--- src/rtl/mac_tx_arbiter_if.sv ---
// mac_tx_arbiter_if: byte-wide AXI4-Stream link carrying a per-frame error flag on tuser.
interface mac_tx_arbiter_if;
    localparam int unsigned DATA_W = 8;

    logic [DATA_W-1:0] tdata;
    logic              tvalid;
    logic              tlast;
    logic              tuser;
    logic              tready;

    modport master (output tdata, output tvalid, output tlast, output tuser, input tready);
    modport slave  (input tdata, input tvalid, input tlast, input tuser, output tready);
endinterface

--- src/rtl/mac_tx_arbiter.sv ---
// mac_tx_arbiter: frame-atomic two-source arbiter for the TSE MAC TX stream with IFG and truncation.
// Optional macro MAC_TX_ARB_FIXED_PRIO_EN: ties always go to source 0 instead of round-robin.
module mac_tx_arbiter #(
    parameter int unsigned IFG_CYCLES    = 2,
    parameter int unsigned MAX_FRAME_LEN = 1514
) (
    input  logic              tx_axis_clk,
    input  logic              tx_axis_rstn,
    mac_tx_arbiter_if.slave   s0_axis,
    mac_tx_arbiter_if.slave   s1_axis,
    mac_tx_arbiter_if.master  tx_axis_mac,
    output logic [1:0]        arb_grant,
    output logic              arb_trunc
);
    localparam int unsigned      DATA_W   = 8;
    localparam int unsigned      CNT_W    = 11;
    localparam int unsigned      GAP_W    = 8;
    localparam logic [CNT_W-1:0] MAX_LEN  = CNT_W'(MAX_FRAME_LEN);
    localparam logic [GAP_W-1:0] IFG_LOAD = GAP_W'(IFG_CYCLES);
    localparam logic             HAS_GAP  = (IFG_CYCLES != 0);

    typedef enum logic [1:0] {IDLE, XFER, DRAIN, GAP} state_t;

    state_t            state;
    logic              owner;
    logic [CNT_W-1:0]  beat_cnt;
    logic [GAP_W-1:0]  gap_cnt;

    logic              src_ready;
    logic              src_valid;
    logic              src_last;
    logic              src_user;
    logic [DATA_W-1:0] src_data;
    logic              accept;
    logic              at_limit;
    logic              pick;
    logic [CNT_W-1:0]  beat_next;

    // Owner may push while the output slot is free or draining this cycle; DRAIN swallows freely.
    assign src_ready      = (state == DRAIN) ||
                            ((state == XFER) && (!tx_axis_mac.tvalid || tx_axis_mac.tready));
    assign s0_axis.tready = src_ready && !owner;
    assign s1_axis.tready = src_ready && owner;

    assign src_valid = owner ? s1_axis.tvalid : s0_axis.tvalid;
    assign src_last  = owner ? s1_axis.tlast  : s0_axis.tlast;
    assign src_user  = owner ? s1_axis.tuser  : s0_axis.tuser;
    assign src_data  = owner ? s1_axis.tdata  : s0_axis.tdata;
    assign accept    = src_valid && src_ready;
    assign beat_next = beat_cnt + CNT_W'(1);
    assign at_limit  = (beat_next == MAX_LEN) && !src_last;

`ifdef MAC_TX_ARB_FIXED_PRIO_EN
    assign pick = !s0_axis.tvalid;
`else
    logic last_grant;

    // Remembers the most recent completed owner so a tie goes to the other source.
    always_ff @(posedge tx_axis_clk or negedge tx_axis_rstn) begin
        if (!tx_axis_rstn) begin
            last_grant <= 1'b1;
        end else if (accept && src_last) begin
            last_grant <= owner;
        end
    end

    assign pick = (s0_axis.tvalid && s1_axis.tvalid) ? !last_grant : !s0_axis.tvalid;
`endif

    always_ff @(posedge tx_axis_clk or negedge tx_axis_rstn) begin
        if (!tx_axis_rstn) begin
            state              <= IDLE;
            owner              <= 1'b0;
            beat_cnt           <= '0;
            gap_cnt            <= '0;
            arb_grant          <= 2'b00;
            arb_trunc          <= 1'b0;
            tx_axis_mac.tdata  <= '0;
            tx_axis_mac.tvalid <= 1'b0;
            tx_axis_mac.tlast  <= 1'b0;
            tx_axis_mac.tuser  <= 1'b0;
        end else begin
            arb_trunc <= 1'b0;

            // Output slot: load on forwarded beat, clear once the MAC took it, else hold.
            if (accept && (state == XFER)) begin
                tx_axis_mac.tdata  <= src_data;
                tx_axis_mac.tvalid <= 1'b1;
                tx_axis_mac.tlast  <= src_last || at_limit;
                tx_axis_mac.tuser  <= (src_user && src_last) || at_limit;
            end else if (tx_axis_mac.tready) begin
                tx_axis_mac.tdata  <= '0;
                tx_axis_mac.tvalid <= 1'b0;
                tx_axis_mac.tlast  <= 1'b0;
                tx_axis_mac.tuser  <= 1'b0;
            end

            case (state)
                IDLE: begin
                    if (s0_axis.tvalid || s1_axis.tvalid) begin
                        owner     <= pick;
                        arb_grant <= pick ? 2'b10 : 2'b01;
                        beat_cnt  <= '0;
                        state     <= XFER;
                    end
                end
                XFER, DRAIN: begin
                    if (accept) begin
                        if (src_last) begin
                            beat_cnt  <= '0;
                            arb_grant <= 2'b00;
                            gap_cnt   <= IFG_LOAD;
                            state     <= HAS_GAP ? GAP : IDLE;
                        end else if (state == XFER) begin
                            beat_cnt <= beat_next;
                            if (at_limit) begin
                                arb_trunc <= 1'b1;
                                state     <= DRAIN;
                            end
                        end
                    end
                end
                GAP: begin
                    gap_cnt <= gap_cnt - GAP_W'(1);
                    if (gap_cnt == GAP_W'(1)) begin
                        state <= IDLE;
                    end
                end
                default: state <= IDLE;
            endcase
        end
    end
endmodule

--- src/flat_wrapper.sv ---
// flat-port wrapper written by rule: the top's interface ports become plain ports
module mac_tx_arbiter_flat 
#(
    parameter int unsigned IFG_CYCLES    = 2,
    parameter int unsigned MAX_FRAME_LEN = 1514
)
  (tx_axis_clk, tx_axis_rstn, arb_grant, arb_trunc, s0_axis_tdata, s0_axis_tvalid, s0_axis_tlast, s0_axis_tuser, s0_axis_tready, s1_axis_tdata, s1_axis_tvalid, s1_axis_tlast, s1_axis_tuser, s1_axis_tready, tx_axis_mac_tdata, tx_axis_mac_tvalid, tx_axis_mac_tlast, tx_axis_mac_tuser, tx_axis_mac_tready);
  mac_tx_arbiter_if s0_axis_i ();
  mac_tx_arbiter_if s1_axis_i ();
  mac_tx_arbiter_if tx_axis_mac_i ();
  input  logic tx_axis_clk;
  input  logic tx_axis_rstn;
  output logic [1:0] arb_grant;
  output logic arb_trunc;
  input wire logic [$bits(s0_axis_i.tdata)-1:0] s0_axis_tdata;
  input wire logic [$bits(s0_axis_i.tvalid)-1:0] s0_axis_tvalid;
  input wire logic [$bits(s0_axis_i.tlast)-1:0] s0_axis_tlast;
  input wire logic [$bits(s0_axis_i.tuser)-1:0] s0_axis_tuser;
  output wire logic [$bits(s0_axis_i.tready)-1:0] s0_axis_tready;
  input wire logic [$bits(s1_axis_i.tdata)-1:0] s1_axis_tdata;
  input wire logic [$bits(s1_axis_i.tvalid)-1:0] s1_axis_tvalid;
  input wire logic [$bits(s1_axis_i.tlast)-1:0] s1_axis_tlast;
  input wire logic [$bits(s1_axis_i.tuser)-1:0] s1_axis_tuser;
  output wire logic [$bits(s1_axis_i.tready)-1:0] s1_axis_tready;
  output wire logic [$bits(tx_axis_mac_i.tdata)-1:0] tx_axis_mac_tdata;
  output wire logic [$bits(tx_axis_mac_i.tvalid)-1:0] tx_axis_mac_tvalid;
  output wire logic [$bits(tx_axis_mac_i.tlast)-1:0] tx_axis_mac_tlast;
  output wire logic [$bits(tx_axis_mac_i.tuser)-1:0] tx_axis_mac_tuser;
  input wire logic [$bits(tx_axis_mac_i.tready)-1:0] tx_axis_mac_tready;
  assign s0_axis_i.tdata = s0_axis_tdata;
  assign s0_axis_i.tvalid = s0_axis_tvalid;
  assign s0_axis_i.tlast = s0_axis_tlast;
  assign s0_axis_i.tuser = s0_axis_tuser;
  assign s0_axis_tready = s0_axis_i.tready;
  assign s1_axis_i.tdata = s1_axis_tdata;
  assign s1_axis_i.tvalid = s1_axis_tvalid;
  assign s1_axis_i.tlast = s1_axis_tlast;
  assign s1_axis_i.tuser = s1_axis_tuser;
  assign s1_axis_tready = s1_axis_i.tready;
  assign tx_axis_mac_tdata = tx_axis_mac_i.tdata;
  assign tx_axis_mac_tvalid = tx_axis_mac_i.tvalid;
  assign tx_axis_mac_tlast = tx_axis_mac_i.tlast;
  assign tx_axis_mac_tuser = tx_axis_mac_i.tuser;
  assign tx_axis_mac_i.tready = tx_axis_mac_tready;
  mac_tx_arbiter #(.IFG_CYCLES(IFG_CYCLES), .MAX_FRAME_LEN(MAX_FRAME_LEN)) u_core (.tx_axis_clk(tx_axis_clk), .tx_axis_rstn(tx_axis_rstn), .s0_axis(s0_axis_i), .s1_axis(s1_axis_i), .tx_axis_mac(tx_axis_mac_i), .arb_grant(arb_grant), .arb_trunc(arb_trunc));
endmodule
--- config.mk ---
export PLATFORM = sky130hd
export DESIGN_NAME = mac_tx_arbiter_flat
export DESIGN_NICKNAME = d
export VERILOG_FILES = /design/src/rtl/mac_tx_arbiter_if.sv /design/src/rtl/mac_tx_arbiter.sv /design/src/flat_wrapper.sv
export SDC_FILE = /design/constraint.sdc
export NUM_CORES = 1
export LEC_CHECK = 0
export ABC_AREA = 1
export CAP_MARGIN = 20
export CORE_MARGIN = 2
export CORE_UTILIZATION = 45
export CTS_CLUSTER_SIZE = 20
export DETAILED_ROUTE_END_ITERATION = 12
export GPL_TIMING_DRIVEN = 0
export PLACE_DENSITY = 0.75
export SETUP_SLACK_MARGIN = 0.05
export SYNTH_ARGS = -nofsm -noshare
export SYNTH_HDL_FRONTEND = slang
export SYNTH_SLANG_ARGS = --single-unit
--- constraint.sdc ---
create_clock -name tx_axis_clk -period 1.8 [get_ports tx_axis_clk]
set_input_delay 0.18 -clock tx_axis_clk [delete_from_list [all_inputs] [get_ports tx_axis_clk]]
set_output_delay 0.18 -clock tx_axis_clk [all_outputs]
set_load 0.005 [all_outputs]
==> metrics, run 1 <==
Hold Fails Final Rpt 26; global-route wire length before repair 8140 microns; Max-Cap Viols 0; Worst EP required 2.01 ns; DR iter-0 viols 121; area leader, netlist dfrtp_1; Top-Level Pins 41; number of global-route vias before repair 1899; final core utilization 64.6%; Buf/Inv on CP 4; cell area power density 1650 nW/um^2; RSZ-0062 raised after global routing yes; top cells by area, synth dfrtp_1 42%, nand2_1 13%, nor2_1 7.3%, inv_1 6.1%, nand3_1 5.6%; post-synthesis net count 317; min Tclk post-route 1.71 ns; FMAX 586 MHz; worst-path cell chain buf_4 -> ha_1 -> inv_1 -> nand2_2 -> nand2_4 -> nand2_4 -> nand2_4 -> a21oi_4 -> buf_12 -> buf_6 -> o21ai_0; r2r startpoint u_core.state[1]; Post-Syn Instances 283; Ys Warns 0; Pre-antenna DRT Iters 4; die height 73.1 microns; routed wire length 5230 microns; P_leak 1.38 nW; port buffer count 40; Final Wtd Congestion 0.879; Fin Hold WS -0.0245 ns; Vias 2059; clock-pin slew on the worst setup and hold paths 0.09 ns; fin crit share 94.7%; Final Instance Count excl. Fillers 402; Setup crit start kind register; post-synthesis register bit count 37; critical path capture point type register; core area 4660 sq um; hpwl dp 3490 microns; initial core utilization 46.0%; vias per cell 5.12; CP peak stage delay 0.42 ns; CP dominant cell by count nand2_4; Placed Cells 377; Post-synth EDFFs 0; relative slew slack 43.8%; Worst setup endpoint u_core.beat_cnt[5]; ys async rst share 100%; most numerous cell in the Yosys netlist nand2_1; Synth top cells by count 72 x nand2_1, 42 x nor2_1, 36 x dfrtp_1; clk root buf clkbuf_8; Die Area 5340 sq um; Setup Skew 0.0149 ns; Critical Path Start u_core.state[1]; Hold/Removal Path Class in2async; Syn Area/Cell 7.58 sq um; CTS hold repair buffers 0; worst r2r path cells 11; clk buf depth 2; DIE WIDTH 73.1 microns; GRT overflow 0; antenna viol nets, final 0; R2R Setup Slk 0.09 ns; clk sinks 37; WS Path Type reg2reg; area growth from synthesis to layout 40.2%; clock latency on the worst-skew pair 0.30 ns; initial antenna violation count 0; Worst-Margin Slew 0.842 ns; FP Rows 25; Max H-tree Level 2; Peak VDD IR 0.781 mV; crit path DAT 1.92 ns; drt wl/cell 13.0 microns; TritonCTS buffer count 5; Slew Limit Fails 0; CP max-delay cell dfrtp_1; FF-to-FF End u_core.beat_cnt[5]; critical path depth 11; Post-synth top flop dfrtp_1; final setup fails 0; sequential area share after synthesis 43.2%; Final Net Count 381; CTS tree done; layout cell share with drive strength beyond 1 20.1%; drt drc 0; area of the mapped netlist 2150 sq um; largest net degree at the start of global routing 38; failing checks hold timing; Critical Path Fanout Max 7; post-synth cell types 29; Worst path top cell family by delay buffers and inverters; Synth top area share 42.0%; Ant. Diodes 0; outcome finished with violations; All-Layer GR Usage 19.6%
[worst register-to-register path, cell delays in order (launching register included)]
cell and delay [ns]:
dfrtp_1 0.42, buf_4 0.15, ha_1 0.17, inv_1 0.06, nand2_2 0.07, nand2_4 0.10, nand2_4 0.09, nand2_4 0.10
a21oi_4 0.04, buf_12 0.14, buf_6 0.12, o21ai_0 0.17
[final cells by class]
class	instances	area (sq um)
buffer	4	25.0
clock buffer	5	68.8
clock inverter	3	46.3
fill	389	1650
inverter	37	144
multi-input combinational	205	1180
sequential	37	931
tap	54	67.6
timing repair buffer	56	534
timing repair inverter	1	7.51
[layer usage]
layer / vias up / share of wire [%] / GRT usage, %
li1: 1038 / - / -
met1: 982 / 46 / 24.0
met2: 37 / 51 / 34.0
met3: 2 / 3.0 / 4.56
met4: 0 / 0.59 / 5.76
met5: - / 0 / 0
[power by group]
part           leakage, nW  internal [mW]  switching [mW]  total (mW)
logic                0.841           1.37            1.61        2.98
clock network       0.0543          0.415           0.327       0.742
registers            0.489           1.08           0.172        1.26
total                 1.38           2.86            2.11        4.98
[kinds of logic after synthesis]
family / Yosys count / synth area share (%)
and+or+nand+nor: 149 / 29.3
adders and majority gates: 9 / 5.25
AOI/OAI and AO/OA: 42 / 12.7
xor gates and xnor gates: 5 / 2.04
buffers and inverters: 41 / 7.52
DFF: 37 / 43.2
[stage by stage]
stage	total power [mW]	setup slack (ns)	instance area, sq um	TNS, ns
2_1_floorplan	2.68	0.210	2150	0
3_3_place_gp	3.37	-0.331	2610	-12.51
3_5_place_dp	3.40	-0.0965	2610	-1.38
4_1_cts	4.26	0.0149	2780	0
5_1_grt	5.33	-0.0447	3010	-0.0739
6_report	4.98	0.0946	3010	0
[how the worst min path moves through the flow]
stage                                start                     endpoint  slack [ns]
6_report                      tx_axis_rstn           u_core.beat_cnt[0]       -0.02
5_1_grt                       tx_axis_rstn  u_core.tx_axis_mac.tdata[2]        0.04
4_1_cts                       tx_axis_rstn           u_core.beat_cnt[2]       0.009
3_5_place_dp                  tx_axis_rstn           u_core.beat_cnt[2]        0.33
3_3_place_gp   u_core.tx_axis_mac.tdata[0]  u_core.tx_axis_mac.tdata[0]        0.46
2_1_floorplan                 tx_axis_rstn          u_core.arb_grant[0]       -0.12
[state kept, by name, indices dropped and copies added, names as in the netlist, 2 cells and up]
name,flops
u_core.arb_grant,2
u_core.state,2
u_core.tx_axis_mac.tdata,8
u_core.gap_cnt,8
u_core.beat_cnt,11
[cells in the final DEF (no fill, tap or decap), drive strengths merged]
cell	instances
bufinv	1
o31ai	11
nand2	75
nand3	26
buf	18
o21bai	1
or2	1
clkdlybuf4s15	1
o211ai	1
dfrtp	36
a21boi	1
ha	9
o22ai	2
nand4	2
nor3	2
o21ai	23
dfstp	1
a31oi	1
clkinvlp	3
nor2	43
a21oi	2
clkinv	2
clkdlybuf4s50	37
xnor2	2
xor2	3
inv	35
clkbuf	9
[timing repair]
action | CTS | global route
setup endpoints to repair | 29 | 28
setup buffers | 6 | 9
pin swaps | 0 | 10
resized for setup | 9 | 47
cloned | 0 | 2
Note: power is estimated with default switching activity, not from simulation.
==> run 2, diff against run 1 <==
--- a/config.mk
+++ b/config.mk
@@ -6,7 +6,6 @@
 export NUM_CORES = 1
 export LEC_CHECK = 0
 export ABC_AREA = 1
-export CAP_MARGIN = 20
 export CORE_MARGIN = 2
 export CORE_UTILIZATION = 45
 export CTS_CLUSTER_SIZE = 20
==> results of run 2 <==
Final layout, timing and power as in run 1 (identical DEF).
==> run 3, diff against run 2 <==
--- a/config.mk
+++ b/config.mk
@@ -6,13 +6,15 @@
 export NUM_CORES = 1
 export LEC_CHECK = 0
 export ABC_AREA = 1
+export CAP_MARGIN = 5
 export CORE_MARGIN = 2
-export CORE_UTILIZATION = 45
+export CORE_UTILIZATION = 50
 export CTS_CLUSTER_SIZE = 20
 export DETAILED_ROUTE_END_ITERATION = 12
 export GPL_TIMING_DRIVEN = 0
-export PLACE_DENSITY = 0.75
+export PLACE_DENSITY = 0.81
 export SETUP_SLACK_MARGIN = 0.05
 export SYNTH_ARGS = -nofsm -noshare
 export SYNTH_HDL_FRONTEND = slang
 export SYNTH_SLANG_ARGS = --single-unit
+export TNS_END_PERCENT = 30
==> run 3 against run 2 <==
Effect of this change:
- the flow still finishes with violations (hold timing)
- final area shrank 2.3%
- total power shrank 5.6%
- clock power shrank 23%
- register-to-register slack gained 0.03 ns
- wire length shrank 0.50%
- fmax shrank 0.93%
- critical endpoint is now s0_axis_tready
- largest cell class unchanged
- largest power group unchanged
==> metrics, run 3 (synthesis gave the netlist of run 1 again) <==
outcome finished with violations; failing checks hold timing; Die Area 4830 sq um (-9.5%); Vias 2038 (-1.0%); die height 69.5 microns (-4.9%); TritonCTS buffer count 5 (unchanged); RSZ-0062 raised after global routing yes; drt wl/cell 13.2 microns (+1.8%); Max H-tree Level 2 (unchanged); Slew Limit Fails 0 (unchanged); area growth from synthesis to layout 37.0%; final setup fails 0 (unchanged); largest reg by FF count u_core.beat_cnt; global-route wire length before repair 8500 microns (+4.5%); GRT overflow 0 (unchanged); Largest register FFs 11 (unchanged); FMAX 581 MHz (-0.93%); Worst-Margin Slew 0.839 ns (-0.00346 ns); clock latency on the worst-skew pair 0.29 ns (about the same); Setup crit start kind register; routed wire length 5210 microns (-0.50%); largest net degree at the start of global routing 38 (unchanged); Peak VDD IR 1.06 mV (+36%); fin area 2940 sq um (-2.3%); clk root buf clkbuf_8; DIE WIDTH 69.5 microns (-4.9%); fill count 300 (-23%); dpl cell area 2600 sq um (-0.19%); Hold/Removal Path Class in2async; Pwr Total 4.70 mW (-5.6%); Setup Skew 0.00862 ns (-0.00624 ns); min Tclk post-route 1.72 ns (+0.0160 ns); fin crit share 95.6% (+0.89 points); cell area power density 1600 nW/um^2 (-3.4%); Pre-antenna DRT Iters 4 (unchanged); biggest regs u_core.beat_cnt (11), u_core.gap_cnt (8), u_core.tx_axis_mac.tdata (8); core area 4060 sq um (-13%); port buffer count 40 (unchanged); initial core utilization 52.9% (+6.8 points); commonest cells after routing, fill and taps aside 63 x nand2_1, 37 x clkdlybuf4s50_1, 36 x nor2_1, 33 x dfrtp_1, 30 x inv_1; Ant. Diodes 0 (unchanged); P_leak 1.36 nW (-1.7%); critical path capture point type output pin; CTS hold repair buffers 0 (unchanged); Hold Fails Final Rpt 29 (+12%); Critical Path Fanout Max 2 (-5); antenna viol nets, final 0 (unchanged); FP Rows 23 (-8.0%); Max-Cap Viols 0 (unchanged); drt drc 0 (unchanged); WS Path Type reg2out; Worst EP required 1.62 ns (-0.39 ns); Fin Hold WS -0.0186 ns (+0.00592 ns); clk buf depth 2 (unchanged); layout cell share with drive strength beyond 1 19.0% (-1.2 points); clk sinks 37 (unchanged); Top-Level Pins 41 (unchanged); relative slew slack 44.1% (+0.23 points); CTS tree done; All-Layer GR Usage 21.6% (+2.0 points); vias per cell 5.19 (+1.2%); hpwl dp 3500 microns (+0.34%); Final Wtd Congestion 0.803 (-8.6%); clock-pin slew on the worst setup and hold paths 0.08 ns (about the same); initial antenna violation count 0 (unchanged); number of global-route vias before repair 1919 (+1.1%); crit path DAT 1.54 ns (-0.38 ns); DR iter-0 viols 100 (-17%); most common cell after layout, fill and taps aside nand2_1; Final Net Count 376 (-1.3%)
-- run 3: layout make-up --
type | instances | area [sq um] | share of cell area (%)
plain buffers | 4 | 25.0 | 0.851
clock buffers | 5 | 68.8 | 2.34
clock inverters | 3 | 17.5 | 0.596
inverters | 37 | 146 | 4.98
multi-input cells | 205 | 1180 | 40.1
flip-flops and latches | 37 | 931 | 31.7
well taps | 50 | 62.6 | 2.13
repair buffers | 52 | 510 | 17.4
-- run 3: path summary, 6_finish.rpt --
path,endpoint,slack [ns],cells after the start,startpoint
max in group asynchronous,u_core.state[0],1.23,1,tx_axis_rstn
worst min-delay path,u_core.tx_axis_mac.tlast,-0.02,1,tx_axis_rstn
worst max-delay path,s0_axis_tready,0.08,7,u_core.state[1]
min in group tx_axis_clk,u_core.last_grant,0.47,3,s1_axis_tlast
worst max register to register,u_core.beat_cnt[8],0.12,12,u_core.state[1]
worst min register to register,u_core.tx_axis_mac.tdata[0],0.49,2,u_core.tx_axis_mac.tdata[0]
-- run 3: report_power, final --
| group | internal (mW) | switching, mW |
|---|---|---|
| sequential | 1.09 | 0.188 |
| combinational | 1.28 | 1.57 |
| clock | 0.267 | 0.302 |
| total | 2.64 | 2.06 |
-- run 3: critical path, cell delays in order (launching register included) --
cell and delay [ns]:
dfrtp_1 0.40, buf_4 0.15, ha_1 0.17, inv_1 0.06
nand2_2 0.07, inv_1 0.09, nor2_1 0.04, dlygate4sd2_1 0.28
-- run 3: layer usage --
layer / track usage (%) / wire, microns
met3: 5.09 / 181
met5: 0 / 0
met1: 27.8 / 2380
met4: 6.75 / 104
met2: 35.9 / 2540
-- run 3: per-stage QoR --
| step | std cells | util [%] | hold slack [ns] | setup TNS [ns] | worst slack, ns |
|---|---|---|---|---|---|
| after floorplan | 283 | - | -0.116 | 0 | 0.210 |
| after global routing | 393 | 72.4 | 0.0499 | -0.0243 | -0.0165 |
| after global placement | 373 | 64.3 | 0.468 | -13.70 | -0.365 |
| after CTS | 386 | 67.4 | 0.00241 | 0 | 0.0434 |
| after detailed placement | 373 | 64.2 | 0.324 | -1.07 | -0.0978 |
| final | 393 | 72.4 | -0.0186 | 0 | 0.0786 |
-- run 3: repair_timing --
| action | CTS | global route |
|---|---|---|
| pin swaps | 0 | 7 |
| resized for setup | 8 | 45 |
| buffers inserted | 5 | 6 |
| cloned | 0 | 1 |
| setup endpoints to repair | 22 | 30 |
| hold endpoints to repair | 0 | 0 |
